==> config.mk <==
export PLATFORM = sky130hd
export DESIGN_NAME = alu_seq
export DESIGN_NICKNAME = d
export VERILOG_FILES = /design/src/rtl/alu_seq.sv
export SDC_FILE = /design/constraint.sdc
export NUM_CORES = 1
export LEC_CHECK = 0
export CORE_ASPECT_RATIO = 1.2
export CORE_MARGIN = 4
export CORE_UTILIZATION = 51
export DETAILED_ROUTE_END_ITERATION = 12
export PLACE_DENSITY_LB_ADDON = 0.1
export RECOVER_POWER = 100
export SYNTH_ARGS = -nofsm -noshare
export SYNTH_HDL_FRONTEND = slang
export SYNTH_SLANG_ARGS = --single-unit
==> constraint.sdc <==
create_clock -name clk -period 1.8 [get_ports clk]
set_input_delay 0.18 -clock clk [delete_from_list [all_inputs] [get_ports clk]]
set_output_delay 0.18 -clock clk [all_outputs]
set_load 0.02 [all_outputs]
==> src/rtl/alu_seq.sv <==
// alu_seq: registered WIDTH-bit ALU with valid/ready handshakes on both sides.
//   Single-cycle logic/arith/shift ops complete one cycle after accept.
//   DIV/MOD run a restoring divider (one quotient bit per cycle) in CALC.
//   The divider is built only when ALU_SEQ_DIV_EN is defined. Otherwise DIV/MOD
//   complete in one cycle with y=0, err=1, and busy is tied low.
// Ports:
//   clk, rst               clock, async active-high reset
//   in_valid/in_ready      operand handshake (a, b, opcode)
//   out_valid/out_ready    result handshake (y, v, z, err)
//   busy                   high while the divider iterates
module alu_seq #(
  parameter int WIDTH = 4
) (
  input  logic             clk,
  input  logic             rst,
  input  logic             in_valid,
  output logic             in_ready,
  input  logic [WIDTH-1:0] a,
  input  logic [WIDTH-1:0] b,
  input  logic [3:0]       opcode,
  output logic             out_valid,
  input  logic             out_ready,
  output logic [WIDTH-1:0] y,
  output logic             v,
  output logic             z,
  output logic             err,
  output logic             busy
);

  localparam logic [1:0] IDLE = 2'd0;
  localparam logic [1:0] DONE = 2'd2;
  localparam logic [3:0] OP_DIV = 4'h7;
  localparam logic [3:0] OP_MOD = 4'hA;

  logic [1:0]       state;
  logic             accept;
  logic [WIDTH-1:0] r_y;
  logic             r_v;
  logic             r_err;
  logic [WIDTH:0]   sum;
  logic [WIDTH:0]   diff;

  assign in_ready  = (state == IDLE) | ((state == DONE) & out_ready);
  assign accept    = in_valid & in_ready;
  assign out_valid = (state == DONE);

  // Single-cycle result. For DIV/MOD this is only the b==0 (or disabled) result;
  // a real quotient/remainder comes from the divider.
  always_comb begin
    r_y   = '0;
    r_v   = 1'b0;
    r_err = 1'b0;
    sum   = {1'b0, a} + {1'b0, b};
    diff  = {1'b0, a} - {1'b0, b};
    case (opcode)
      4'h0: r_y = a & b;
      4'h1: r_y = a | b;
      4'h2: r_y = ~a;
      4'h3: r_y = ~(a & b);
      4'h4: r_y = ~(a | b);
      4'h5: r_y = a ^ b;
      4'h6: r_y = ~(a ^ b);
`ifdef ALU_SEQ_DIV_EN
      OP_DIV: begin r_y = '1; r_err = 1'b1; end
      OP_MOD: begin r_y = a;  r_err = 1'b1; end
`else
      OP_DIV: r_err = 1'b1;
      OP_MOD: r_err = 1'b1;
`endif
      4'h8: {r_v, r_y} = sum;
      4'h9: {r_v, r_y} = diff;   // top bit of the WIDTH+1 difference is the borrow
      4'hB: begin r_y = {a[WIDTH-2:0], 1'b0}; r_v = a[WIDTH-1]; end
      4'hC: r_y = b >> 1;
      4'hD: r_y = {{(WIDTH-1){1'b0}}, (|a) & (|b)};
      4'hE: r_y = {{(WIDTH-1){1'b0}}, (|a) | (|b)};
      4'hF: r_y = {{(WIDTH-1){1'b0}}, &a};
      default: r_err = 1'b1;
    endcase
  end

`ifdef ALU_SEQ_DIV_EN
  localparam logic [1:0] CALC = 2'd1;
  localparam int CW = (WIDTH > 2) ? $clog2(WIDTH) : 1;

  logic [WIDTH-1:0] quo, rem, dvs;
  logic [CW-1:0]    cnt;
  logic             is_mod;
  logic             start_div;
  logic [WIDTH:0]   trial;
  logic             ge;
  logic [WIDTH-1:0] nquo, nrem, dres;

  assign busy      = (state == CALC);
  assign start_div = accept & ((opcode == OP_DIV) | (opcode == OP_MOD)) & (b != '0);

  // Restoring step: shift the next dividend bit into the partial remainder and
  // subtract the divisor; a clear top bit means the subtraction fits.
  assign trial = {rem, quo[WIDTH-1]} - {1'b0, dvs};
  assign ge    = ~trial[WIDTH];
  assign nrem  = ge ? trial[WIDTH-1:0] : {rem[WIDTH-2:0], quo[WIDTH-1]};
  assign nquo  = {quo[WIDTH-2:0], ge};
  assign dres  = is_mod ? nrem : nquo;

  always_ff @(posedge clk or posedge rst) begin
    if (rst) begin
      state  <= IDLE;
      y      <= '0;
      v      <= 1'b0;
      z      <= 1'b0;
      err    <= 1'b0;
      quo    <= '0;
      rem    <= '0;
      dvs    <= '0;
      cnt    <= '0;
      is_mod <= 1'b0;
    end else if (state == CALC) begin
      quo <= nquo;
      rem <= nrem;
      cnt <= cnt - 1'b1;
      if (cnt == '0) begin
        state <= DONE;
        y     <= dres;
        v     <= 1'b0;
        z     <= (dres == '0);
        err   <= 1'b0;
      end
    end else if (accept) begin
      if (start_div) begin
        state  <= CALC;
        quo    <= a;
        rem    <= '0;
        dvs    <= b;
        is_mod <= (opcode == OP_MOD);
        cnt    <= CW'(WIDTH - 1);
      end else begin
        state <= DONE;
        y     <= r_y;
        v     <= r_v;
        z     <= (r_y == '0);
        err   <= r_err;
      end
    end else if ((state == DONE) && out_ready) begin
      state <= IDLE;
    end
  end
`else
  assign busy = 1'b0;

  always_ff @(posedge clk or posedge rst) begin
    if (rst) begin
      state <= IDLE;
      y     <= '0;
      v     <= 1'b0;
      z     <= 1'b0;
      err   <= 1'b0;
    end else if (accept) begin
      state <= DONE;
      y     <= r_y;
      v     <= r_v;
      z     <= (r_y == '0);
      err   <= r_err;
    end else if ((state == DONE) && out_ready) begin
      state <= IDLE;
    end
  end
`endif

endmodule

==> results of run 1 <==
-- per-stage QoR --
step / total power [mW] / area [µm²] / utilization, % / hold WS [ps] / setup TNS [ps]
6_report: 0.901 / 1930 / 91.3 / 302 / -212
5_1_grt: 0.938 / 1930 / 91.3 / 332 / -573
4_1_cts: 0.845 / 1870 / 88.4 / 185 / 0
3_5_place_dp: 0.688 / 1790 / 84.3 / 463 / -3490
3_3_place_gp: 0.670 / 1790 / 84.3 / 435 / -2910
2_1_floorplan: 0.452 / 1170 / - / -4.34 / 0
-- flip-flops by register name, summed over array words and instances (netlist names) --
| signal | flops |
|---|---|
| z | 1 |
| state | 1 |
| v | 1 |
| err | 1 |
| y | 4 |
-- power by group through the flow --
stage,Clock (mW),Combinational (mW),Sequential [mW]
floorplan,0,0.200,0.252
global placement,0,0.451,0.219
detailed placement,0,0.467,0.221
CTS,0.139,0.488,0.218
global route,0.153,0.563,0.222
finish,0.148,0.536,0.217
-- cell families after synthesis --
kind of cell,count (synthesis),synth area share [%]
adder cells (fa/ha/maj),14,16.2
AND/OR/NAND/NOR,48,20.0
XOR/XNOR,4,2.99
multiplexers,5,4.38
buffers and inverters,27,9.50
flip-flops,8,17.1
other,1,0.320
AO/OA/AOI/OAI,50,29.6
-- how the worst min path moves through the flow --
stage / from / to / slack (ps) / cells after the start
3_3_place_gp: rst / state[1] / 430 / 2
6_report: rst / state[1] / 300 / 2
5_1_grt: rst / state[1] / 330 / 2
4_1_cts: rst / state[1] / 190 / 2
2_1_floorplan: rst / err / -4 / 1
3_5_place_dp: rst / state[1] / 460 / 2
-- layout make-up --
type	instances	area, µm²
clock buffers	3	22.5
fillers	96	185
inverters	17	63.8
multi-input cells	122	987
flip-flops and latches	8	200
well taps	30	37.5
repair buffers	75	621
-- metal layers --
layer / vias to the layer above / share of wire (%) / global-route usage (%)
met3: 64 / 11 / 3.44
met1: 783 / 33 / 32.1
met2: 177 / 47 / 57.8
met4: 0 / 9.2 / 19.1
li1: 696 / - / -
met5: - / 0 / 0
-- worst reg2reg max path: cells and delay by family (launching register included) --
| family | cells | cell delay (ps) |
|---|---|---|
| AND/OR/NAND/NOR | 3 | 400 |
| AO/OA/AOI/OAI | 2 | 510 |
| flip-flops | 1 | 370 |
-- timing repair --
item	4_1_cts	5_1_grt
gates cloned	0	0
hold endpoints to repair	0	0
setup endpoints to repair	6	6
gates resized for setup	25	16
buffers inserted	0	0
pin swaps	10	9
hold buffers	0	0
-- cells in the mapped netlist (all sizes together) (2+ instances only) --
| cell type | number | area, µm² |
|---|---|---|
| buf | 7 | 36.3 |
| a31oi | 5 | 31.3 |
| nand3 | 2 | 10.0 |
| dfrtp | 8 | 200 |
| nand2 | 12 | 45.0 |
| a21oi | 10 | 50.1 |
| a21o | 2 | 15.0 |
| o32ai | 2 | 17.5 |
| nor2b | 2 | 12.5 |
| o211ai | 3 | 22.5 |
| inv | 17 | 63.8 |
| o21ai | 10 | 50.1 |
| nor3 | 8 | 40.0 |
| fa | 2 | 40.0 |
| nand2b | 6 | 37.5 |
| nor2 | 12 | 45.0 |
| xnor2 | 3 | 26.3 |
| mux2i | 4 | 40.0 |
| clkbuf | 3 | 11.3 |
| o31ai | 2 | 15.0 |
| ha | 12 | 150 |
==> flow_metrics.py, run 1 <==
metrics = {
    "clock_tree": {
        "cts_made_buffers": 3,
        "clock_latency_ps": 270,
        "cts_tree": "done",
        "clockBufferDepth": 2,
        "clk_pin_slew_ps": 60,
        "cts.sinks": 8,
        "cts-root-buf": "clkbuf_4",
        "htree_levels": 1,
    },
    "grt": {
        "antenna_found_initial": 0,
        "grtUsageTotal_pct": 30.6,
        "grt.overflow.total": 0,
        "grt_pass1_wl_um": 7230,
        "grt_pass1_vias": 1649,
        "grt_max_degree": 14,
    },
    "worst_setup_path": {
        "worstSetupStartpointType": "input port",
        "critical_path_class": "input port to flop",
        "critPathArrivalTime_ps": 2010,
        "crit_path_start": "a[0]",
        "critPathMaxFanout": 4,
        "cp_slowest_cell": "fa_1",
        "cp-end-kind": "flop",
        "rr_endpoint": "z",
        "r2r_cells": 5,
        "crit_buf_inv": 3,
        "endpoint": "y[2]",
        "cp_common_cell": "o21ai_0",
        "r2r_start": "state[1]",
        "reg2reg_slack_ps": 470,
        "path_cells": "buf_2 > inv_2 > ha_4 > inv_1 > fa_1 > xnor2_1 > a31oi_1 > o21ai_0 > o21ai_1 > o21ai_0",
        "critPathMaxStageDelay_ps": 430,
        "cp_top_family": "compound AO/OA/AOI/OAI gates",
        "crit_cells": 10,
        "required_ps": 1930,
    },
    "layout": {
        "most-common-layout-cells": "49 x buf_4, 13 x inv_1, 12 x nor2_1, 12 x nand2_1, 11 x dlygate4sd3_1",
        "final_nets": 257,
        "num_antenna_cells": 0,
        "stdcell_count": 255,
        "areaGrowthSynthToFinish_pct": 64.8,
        "drive_gt1_share_pct": 34.2,
        "layout_commonest_cell": "buf_4",
    },
    "drt": {
        "viasPerCell": 6.75,
        "drtAntennaViolNets": 0,
        "wl_per_cell_um": 20.8,
        "drc": 0,
        "first_iter_violations": 127,
        "drt_pass1_iterations": 5,
        "routed_wl_um": 5300,
        "vias": 1720,
    },
    "placed_design": {
        "io_buffers": 24,
        "preCtsSetupSlack_ps": -693,
        "dp_hpwl_um": 3030,
        "placed_cells": 252,
        "globalplace.congestion": 0.882,
    },
    "timing": {
        "clock.fmax_mhz": 534,
        "rsz0062_at_grt": "yes",
        "fin_crit_sh_pct": 104,
        "min_period_ps": 1870,
        "setup_slack_ps": -73.6,
        "slew_violations": 0,
        "clock_skew_ps": 2.29,
        "final_hold_viol_count": 0,
        "finalSetupViolCount": 3,
    },
    "floorplan": {
        "die_x_um": 51.8,
        "die_y_um": 60.5,
        "core_um2": 2120,
        "start_util_pct": 55.4,
        "dieArea_um2": 3130,
        "ios": 26,
        "rows": 18,
    },
    "outcome": {
        "violations": "setup timing",
        "run_status": "complete, but fails checks",
    },
    "pwr": {
        "p_switching_uw": 372,
        "power_frac_seq_pct": 24.1,
        "leakage_nw": 0.934,
        "internal-power_uw": 530,
        "power_frac_comb_pct": 59.5,
        "p_sw_share_pct": 41.2,
        "powerDensity_nw_per_um2": 467,
        "vdd_drop_max_v": 0.000308,
        "p_clk_share_pct": 16.4,
    },
    "synthesis": {
        "ys_types": 48,
        "syn_nets": 187,
        "syn_inst": 157,
        "ys_async_sr_fraction_pct": 100,
        "syn-cell-area_um2": 1170,
        "synthFlopType": "dfrtp_1",
        "synth_edf_count": 0,
        "yosysWarnings": 0,
        "yosysSeqAreaShare_pct": 17.1,
        "ys_ff_latch": 8,
        "synth_area_per_cell_um2": 7.47,
    },
    "flow_run": {
        "maxCapViolCount": 0,
    },
    "min_path": {
        "hp-class": "input port to asynchronous set/reset pin",
    },
}
Note: power is estimated with default switching activity, not from simulation.
==> run 2: changes to the inputs <==
--- a/config.mk
+++ b/config.mk
@@ -7,10 +7,11 @@
 export LEC_CHECK = 0
 export CORE_ASPECT_RATIO = 1.2
 export CORE_MARGIN = 4
-export CORE_UTILIZATION = 51
+export CORE_UTILIZATION = 46
 export DETAILED_ROUTE_END_ITERATION = 12
 export PLACE_DENSITY_LB_ADDON = 0.1
 export RECOVER_POWER = 100
+export SLEW_MARGIN = 10
 export SYNTH_ARGS = -nofsm -noshare
 export SYNTH_HDL_FRONTEND = slang
 export SYNTH_SLANG_ARGS = --single-unit
==> constraint.sdc (replaced) <==
create_clock -name clk -period 1.51 [get_ports clk]
set_input_delay 0.151 -clock clk [delete_from_list [all_inputs] [get_ports clk]]
set_output_delay 0.151 -clock clk [all_outputs]
set_load 0.02 [all_outputs]
==> run 2 against run 1 <==
Against the previous run: the flow still finishes with violations (setup timing); sequential share of layout area shrank 0.23 points; die area grew 9.3%; utilization shrank 7.3 points; first-iteration DRC count shrank 31%; worst setup slack lost 170 ps; via count shrank 13%; highest routed layer unchanged; clock power grew 9%; largest power group unchanged; register-to-register slack lost 410 ps; sequential cell count is the same; count of clock-buffer cells in the layout is the same.
==> flow_metrics.py, run 2 (synthesized netlist as in run 1, its figures left out) <==
metrics = {
    "clock_tree": {
        "cts.sinks": 8,
        "cts_made_buffers": 3,
        "clk_pin_slew_ps": 50,
        "clockBufferDepth": 2,
        "cts-root-buf": "clkbuf_4",
        "cts_tree": "done",
        "htree_levels": 1,
        "clock_latency_ps": 260,
    },
    "flow_run": {
        "maxCapViolCount": 0,
    },
    "pwr": {
        "p_sw_share_pct": 38.7,
        "vdd_drop_max_v": 0.000441,
        "powerDensity_nw_per_um2": 532,
        "power_frac_comb_pct": 60.0,
        "p_switching_uw": 407,
        "leakage_nw": 0.925,
        "power_frac_seq_pct": 24.6,
        "internal-power_uw": 645,
        "p_clk_share_pct": 15.3,
    },
    "placed_design": {
        "dp_hpwl_um": 2810,
        "placed_area_um2": 1750,
        "preCtsSetupSlack_ps": -879,
        "io_buffers": 24,
        "globalplace.congestion": 0.999,
    },
    "layout": {
        "regArea_um2": 200,
        "drive_gt1_share_pct": 36.7,
        "multiInputGateArea_um2": 1020,
        "largest_register": "y",
        "n_fill_cell": 131,
        "areaGrowthSynthToFinish_pct": 68.5,
        "final_nets": 253,
        "layout_commonest_cell": "buf_4",
        "largest_reg_flops": 4,
        "fin_area_um2": 1980,
        "most-common-layout-cells": "38 x buf_4, 13 x inv_1, 12 x nor2_1, 12 x nand2_1",
        "num_antenna_cells": 0,
    },
    "floorplan": {
        "dieArea_um2": 3420,
        "ios": 26,
        "start_util_pct": 49.8,
        "rows": 19,
        "core_um2": 2350,
        "die_y_um": 63.3,
        "die_x_um": 54.1,
    },
    "drt": {
        "first_iter_violations": 87,
        "drt_pass1_iterations": 4,
        "drtAntennaViolNets": 0,
        "vias": 1498,
        "wl_per_cell_um": 17.4,
        "viasPerCell": 5.94,
        "routed_wl_um": 4390,
        "drc": 0,
    },
    "worst_setup_path": {
        "r2r_cells": 5,
        "worstSetupStartpointType": "input port",
        "required_ps": 1700,
        "r2r_start": "state[1]",
        "critical_path_class": "input port to flop",
        "endpoint": "z",
        "rr_endpoint": "z",
        "critPathArrivalTime_ps": 1940,
        "critPathMaxFanout": 3,
        "crit_path_start": "b[1]",
        "cp-end-kind": "flop",
        "reg2reg_slack_ps": 60,
    },
    "grt": {
        "grt_pass1_wl_um": 6140,
        "grt_pass1_vias": 1413,
        "grt.overflow.total": 0,
        "grtUsageTotal_pct": 23.6,
        "antenna_found_initial": 0,
        "grt_max_degree": 13,
    },
    "timing": {
        "setup_slack_ps": -241,
        "finalSetupViolCount": 5,
        "rsz0062_at_grt": "yes",
        "min_period_ps": 1750,
        "slew_violations": 0,
        "clock_skew_ps": 6.75,
        "final_hold_viol_count": 0,
        "fin_crit_sh_pct": 116,
        "clock.fmax_mhz": 571,
    },
    "outcome": {
        "violations": "setup timing",
        "run_status": "complete, but fails checks",
    },
    "min_path": {
        "hp-class": "input port to asynchronous set/reset pin",
    },
}
## run 2: cell count changes in the layout (fill, tap and decap cells not counted), moves of 3 or more
| cell | previous run | this run |
|---|---|---|
| buf_4 | 49 | 38 |
| buf_6 | 1 | 8 |
| dlygate4sd3_1 | 11 | 7 |
| o21ai_0 | 8 | 5 |
| o21ai_1 | 2 | 5 |
## run 2: layout make-up
class,instances,share of cell area [%]
sequential,8,10.1
tap,31,1.96
clock buffer,3,1.14
multi-input combinational,122,51.5
timing repair buffer,71,31.4
inverter,17,3.86
## run 2: metal layers
layer / vias to the layer above / part of all wire, % / global-route usage, %
met3: 25 / 7.5 / 1.18
met4: 0 / 5.1 / 12.8
met5: - / 0 / 0
li1: 692 / - / -
met1: 681 / 37 / 25.3
met2: 100 / 50 / 43.3
## run 2: how the worst min path moves through the flow
stage | from | endpoint | cells after the start
2_1_floorplan | rst | err | 1
3_3_place_gp | rst | y[1] | 2
3_5_place_dp | rst | state[1] | 2
4_1_cts | rst | state[1] | 2
5_1_grt | rst | state[1] | 2
6_report | rst | y[1] | 2
## run 2: repair_timing
| item | 4_1_cts | 5_1_grt |
|---|---|---|
| pin swaps | 14 | 24 |
| endpoints found under the setup margin | 7 | 8 |
| hold buffers | 0 | 0 |
| gates cloned | 1 | 0 |
| resized for setup | 43 | 21 |
| buffers inserted | 4 | 4 |
## run 2: power by group through the flow
stage / combinational, mW / clock (mW) / sequential (mW)
CTS: 0.579 / 0.164 / 0.261
global placement: 0.531 / 0 / 0.262
finish: 0.632 / 0.161 / 0.259
detailed placement: 0.543 / 0 / 0.265
global route: 0.682 / 0.173 / 0.262
floorplan: 0.249 / 0 / 0.301
## run 2: per-stage QoR
stage               hold WS [ps]  power [mW]  setup TNS [ps]  std cells  util [%]
finish                       275        1.05            -624        252      83.9
global route                 313        1.12            -887        252      83.9
global placement             407       0.793           -4490        241      74.4
CTS                          150        1.00            -604        249      80.0
floorplan                  -33.3       0.550           -91.2        157         -
detailed placement           416       0.808           -4780        241      74.4
## run 2: critical path, stage by stage
cell             delay (ps)
clkdlybuf4s15_1         200
inv_2                    70
buf_12                  130
ha_4                    290
buf_4                   110
o32ai_1                  80
a221o_1                 360
nor4_2                  330
a41o_1                  210
==> run 3: changes to the inputs <==
--- a/config.mk
+++ b/config.mk
@@ -5,6 +5,7 @@
 export SDC_FILE = /design/constraint.sdc
 export NUM_CORES = 1
 export LEC_CHECK = 0
+export ABC_CLOCK_PERIOD_IN_PS = 1510
 export CORE_ASPECT_RATIO = 1.2
 export CORE_MARGIN = 4
 export CORE_UTILIZATION = 46
==> results of run 3 <==
Final layout, timing and power as in run 2 (identical DEF).
==> variant 1, RTL diff (flow settings as in run 1) <==
Build with the macro `ALU_SEQ_DIV_EN` defined.
--- a/src/rtl/alu_seq.sv
+++ b/src/rtl/alu_seq.sv
@@ -10,2 +10,4 @@
 //   busy                   high while the divider iterates
+`define ALU_SEQ_DIV_EN
+
 module alu_seq #(
Formal check against the unedited RTL: not equivalent (a bounded check fails within 4 cycles, from zero or initial values and one cycle with rst high).
==> variant 1 against run 1 <==
- design area grew 69%
- sequential cell count grew 16
- maximum frequency shrank 26%
- highest routed layer unchanged
- non-clock buffer count grew 30
- routed wire length grew 31%
- count of clock-buffer cells in the layout is the same
- worst setup slack lost 640 ps
- utilization shrank 10 points
- the run still ends with negative setup slack left
- synthesized area grew 85%
- via count grew 36%
- die area grew 71%
Power is left out: it rests on default switching activity, and per cell area and clock period it moved more than threefold.
==> variant 1: results (changes against run 1) <==
----------------------------------------------------
[Outcome]
  Result of the run ... finished with violations (unchanged)
  Failing checks ... negative setup slack (unchanged)

[STA]
  Total of endpoints with negative setup slack in the final report ... 10 (was 3)
  Worst path setup slack after routing ... -716 ps (was -73.6 ps)
  Worst Clk Skew ... 12.6 ps (was 2.29 ps)

[Routing]
  Total Wirelength ... 6920 µm (was 5300 µm)
  Detailed Route Iter0 Violations ... 131 (was 127)
  Met2 wire length ... 3580 µm (was 2480 µm)
  Vias per Instance ... 5.73 (was 6.75)
  Average detailed-routed wire length per instance ... 17.0 µm (was 20.8 µm)
  Met1 Routed Length ... 2660 µm (was 1750 µm)

[Global routing]
  Global router's overall resource usage ... 0.257 (was 0.306)
  Via count of the first global-routing pass ... 2364 (was 1649)
  Global-route track usage on met2 ... 0.461 (was 0.578)
  Wire length of the first global-routing pass ... 10500 µm (was 7230 µm)
  Met1 Use GR ... 0.283 (was 0.321)
  Largest net degree at the start of global routing ... 25 (was 14)
  Met3 routing resource usage after global routing ... 0.0268 (was 0.0344)

[Placed design]
  Final GP Congestion ... 0.953 (was 0.882)
  DP Wirelength ... 4960 µm (was 3030 µm)

[Clock network]
  Clock input transition at the sequential cells of the worst setup and hold paths ... 100 ps (was 60 ps)
  Clock latency on the worst-skew pair ... 290 ps (was 270 ps)

[Synth]
  Adder and majority gate portion of the synthesized area ... 0.126 (was 0.162)
  Mapped Avg Cell Area ... 8.39 µm² (was 7.47 µm²)
  Synth Area in XOR/XNOR ... 0.0329 (was 0.0299)
  Unique masters post-synth ... 59 (was 48)
  Syn nets ... 294 (was 187)
  Largest cells by area after synthesis ... dfrtp_1, ha_1, inv_1, nand2_1, a21oi_1 (was dfrtp_1, ha_1, inv_1, a21oi_1, o21ai_0)
  Compound-gate portion of the synthesized area ... 0.267 (was 0.296)
  Sequential fraction of the synthesis area ... 0.277 (was 0.171)
  Top post-synthesis cells by count ... inv_1, dfrtp_1, nand2_1 (was inv_1, ha_1, nand2_1, nor2_1)

[Critical path]
  Reg-to-reg critical path startpoint ... quo[3]$_DFFE_PP0P_ (was state[1]$_DFFE_PP0P_)
  Depth of the most critical reg-to-reg path ... 10 (was 5)

[Hold path]
  Type of the tightest min-delay check ... input pin to register (was input pin to async pin)

[Cells and area]
  Final-layout fill cell count ... 264 (was 96)

----------------------------------------------------
variant 1: changes by cell type after synthesis, sizes merged, moves of 5 or more:
| cell | delta |
|---|---|
| dfrtp | +16 |
| ha | +5 |
| nor2b | +7 |
| inv | +9 |
| nand2 | +12 |
| o21ai | +12 |
| a21oi | +6 |
variant 1: area by class of cell:
cell class	count	share of cell area
clock buffer	3	0.0126
sequential	24	0.184
tap	54	0.0207
multi-input combinational	195	0.478
timing repair buffer	105	0.266
clock inverter	1	0.00918
inverter	26	0.0298
variant 1: worst max-delay path, cell delays in order, from the launching register on:
cell,delay [ps]
dfrtp_1,390
inv_2,60
ha_4,160
fa_2,340
nand2b_4,160
a21oi_4,170
xor2_4,200
mux2i_2,110
mux2i_2,220
or4b_4,500
o211ai_2,140
variant 1: how the worst max path moves through the flow:
stage,startpoint,depth (start not counted),to
finish,quo[3]$_DFFE_PP0P_,10,z$_DFFE_PP0P_
global route,quo[3]$_DFFE_PP0P_,12,y[3]$_DFFE_PP0P_
CTS,quo[3]$_DFFE_PP0P_,10,z$_DFFE_PP0P_
detailed placement,a[0],10,y[1]$_DFFE_PP0P_
global placement,a[0],10,y[1]$_DFFE_PP0P_
floorplan,quo[3]$_DFFE_PP0P_,10,z$_DFFE_PP0P_
variant 1: per-stage QoR:
step | worst slack (ps) | setup TNS [ps] | hold slack (ps) | cell area [µm²]
floorplan | -649 | -2830 | 195 | 2180
global placement | -807 | -8660 | 462 | 2950
detailed placement | -875 | -9470 | 478 | 2950
CTS | -682 | -4260 | 250 | 3120
global route | -773 | -5970 | 386 | 3270
finish | -716 | -4860 | 376 | 3270
variant 1: what timing repair did:
item	4_1_cts	5_1_grt
endpoints found under the setup margin	23	22
pin swaps	8	6
buffers inserted	6	9
resized for setup	28	24
==> variant 2, RTL diff (settings of run 1) <==
Without the edit above. Set the parameter `WIDTH` to 6 (it was 4).
--- a/src/rtl/alu_seq.sv
+++ b/src/rtl/alu_seq.sv
@@ -11,3 +11,3 @@
 module alu_seq #(
-  parameter int WIDTH = 4
+  parameter int WIDTH = 6
 ) (
Ports: changed (resized a, b and y); port bits go from 26 to 32. The function was not compared with the original's and may differ.
==> variant 2 against run 1 <==
- the run still ends with negative setup slack left
- design area up 62%
- critical path type unchanged
- sequential cell count up 2
- hold slack better by 56 ps
- die area up 49%
- synthesized area up 58%
- routed wire length up 76%
- highest routed layer unchanged
- total power up 64%
- worst setup slack worse by 87 ps
- count of clock-buffer cells in the layout up 1
==> variant 2: results (changes against run 1) <==
----------------------------------------------------
[Global routing]
  Wire length of the first global-routing pass ... 11600 µm (was 7230 µm)
  Global router's overall resource usage ... 0.319 (was 0.306)
  Via count of the first global-routing pass ... 2433 (was 1649)
  Largest net degree at the start of global routing ... 19 (was 14)

[Routing]
  Detailed Route Iter0 Violations ... 375 (was 127)
  Via count ... 2678 (was 1720)
  Average detailed-routed wire length per instance ... 24.4 µm (was 20.8 µm)
  Detailed-router iteration count before antenna repair ... 7 (was 5)

[Placed design]
  DP Wirelength ... 5240 µm (was 3030 µm)
  Post-placement worst setup slack ... -895 ps (was -693 ps)
  Final GP Congestion ... 0.941 (was 0.882)
  Number of port buffers ... 30 (was 24)

[Critical path]
  Top fanout value on the critical path ... 3 (was 4)
  Slowest-stage cell, CP ... fa_2 (was fa_1)
  Timing endpoint of the critical path ... z$_DFFE_PP0P_ (was y[2]$_DFFE_PP0P_)
  Arrival time of the worst setup path ... 2140 ps (was 2010 ps)
  Worst stage delay on the critical path ... 450 ps (was 430 ps)
  Depth of the most critical reg-to-reg path ... 6 (was 5)

[Power]
  Leakage power summed over all cells ... 1.46 nW (was 0.934 nW)
  Maximum vdd ir drop ... 0.228 mV (was 0.308 mV)
  Total net switching power ... 0.588 mW (was 0.372 mW)

[Clock network]
  Total number of H-tree levels ... 1 (unchanged)
  Clock latency on the worst-skew pair ... 240 ps (was 270 ps)
  Buffer type at the clock tree root ... clkbuf_8 (was clkbuf_4)

[Cells and area]
  Share of layout cells above drive strength 1 ... 0.461 (was 0.342)
  Register name with the most flops ... y (unchanged)
  Max FFs per register ... 6 (was 4)
  Count of nets after finishing ... 387 (was 257)

[Synth]
  Predominant post-synthesis flop cell ... dfrtp_1 (unchanged)
  Unique masters post-synth ... 69 (was 48)
  Top post-synthesis cells by count ... nand2_1, ha_1, inv_1 (was inv_1, ha_1, nand2_1, nor2_1)
  Largest cells by area after synthesis ... dfrtp_1, ha_1, nand2_1, a21oi_1, inv_1 (was dfrtp_1, ha_1, inv_1, a21oi_1, o21ai_0)
  Sequential fraction of the synthesis area ... 0.135 (was 0.171)

[STA]
  Worst Clk Skew ... 0.413 ps (was 2.29 ps)
  Post-layout minimum cycle time ... 1960 ps (was 1870 ps)
  Total of endpoints with negative setup slack in the final report ... 4 (was 3)
  Worst path setup slack after routing ... -161 ps (was -73.6 ps)

[Outcome]
  Result of the run ... finished with violations (unchanged)
  Failing checks ... negative setup slack (unchanged)

----------------------------------------------------
-- variant 2: cell types whose count changed in the layout (fill, tap and decap cells not counted), moves of 5 or more --
cell,delta
buf_6,+5
dlygate4sd2_1,+5
nand4_1,+5
a21oi_1,+5
inv_1,-6
inv_2,+9
nand2_1,+11
buf_4,+33
and3_1,+6
-- variant 2: cell type report --
| type | count | area [µm²] |
|---|---|---|
| well taps | 37 | 46.3 |
| multi-input cells | 185 | 1580 |
| repair buffers | 124 | 1090 |
| inverters | 22 | 91.3 |
| clock buffers | 4 | 55.1 |
| flip-flops and latches | 10 | 250 |
| fillers | 144 | 303 |
-- variant 2: cells by family after synthesis --
kind of cell             share of synthesized area
flip-flops                                   0.135
adder cells (fa/ha/maj)                      0.150
multiplexers                                0.0445
other                                      0.00202
XOR/XNOR                                    0.0142
buffers and inverters                        0.120
AO/OA/AOI/OAI                                0.292
AND/OR/NAND/NOR                              0.242
-- variant 2: power groups by stage --
stage	sequential [mW]	combinational, mW	clock [mW]
6_report	0.272	0.921	0.284
5_1_grt	0.275	0.951	0.295
4_1_cts	0.272	0.820	0.281
3_5_place_dp	0.274	0.745	0
3_3_place_gp	0.273	0.728	0
2_1_floorplan	0.312	0.352	0
-- variant 2: worst min-delay path by stage --
stage / to / depth (start not counted)
after floorplan: err$_DFFE_PP0P_ / 1
after global placement: v$_DFFE_PP0P_ / 2
after detailed placement: y[5]$_DFFE_PP0P_ / 2
after CTS: y[5]$_DFFE_PP0P_ / 2
after global routing: y[4]$_DFFE_PP0P_ / 2
final: v$_DFFE_PP0P_ / 2
-- variant 2: metal layers --
| layer | track usage | routed length, µm | part of all wire | vias to the layer above |
|---|---|---|---|---|
| met2 | 0.606 | 4210 | 0.45 | 281 |
| met1 | 0.347 | 3050 | 0.33 | 1208 |
| met3 | 0.0378 | 1180 | 0.13 | 114 |
| li1 | - | - | - | 1075 |
| met4 | 0.176 | 879 | 0.094 | 0 |
| met5 | 0 | 0 | 0 | - |
-- variant 2: critical path: cells and delay by family --
kind	cells	cell delay (ps)
compound gates	3	700
fa+ha+maj	2	610
buf+inv	3	200
mux	1	270
simple gates	1	170
-- variant 2: timing repair --
action	in CTS	in global routing
pin swaps	22	12
setup endpoints to repair	8	7
hold buffers	0	0
buffers inserted	5	3
gates cloned	1	2
resized for setup	78	16
-- variant 2: per-stage QoR --
step           total power, mW  hold WS, ps  area (µm²)  instances
2_1_floorplan            0.664         20.2        1890        232
3_3_place_gp              1.00          458        2750        368
3_5_place_dp              1.02          468        2750        368
4_1_cts                   1.37          233        3010        377
5_1_grt                   1.52          393        3120        382
6_report                  1.48          358        3120        382
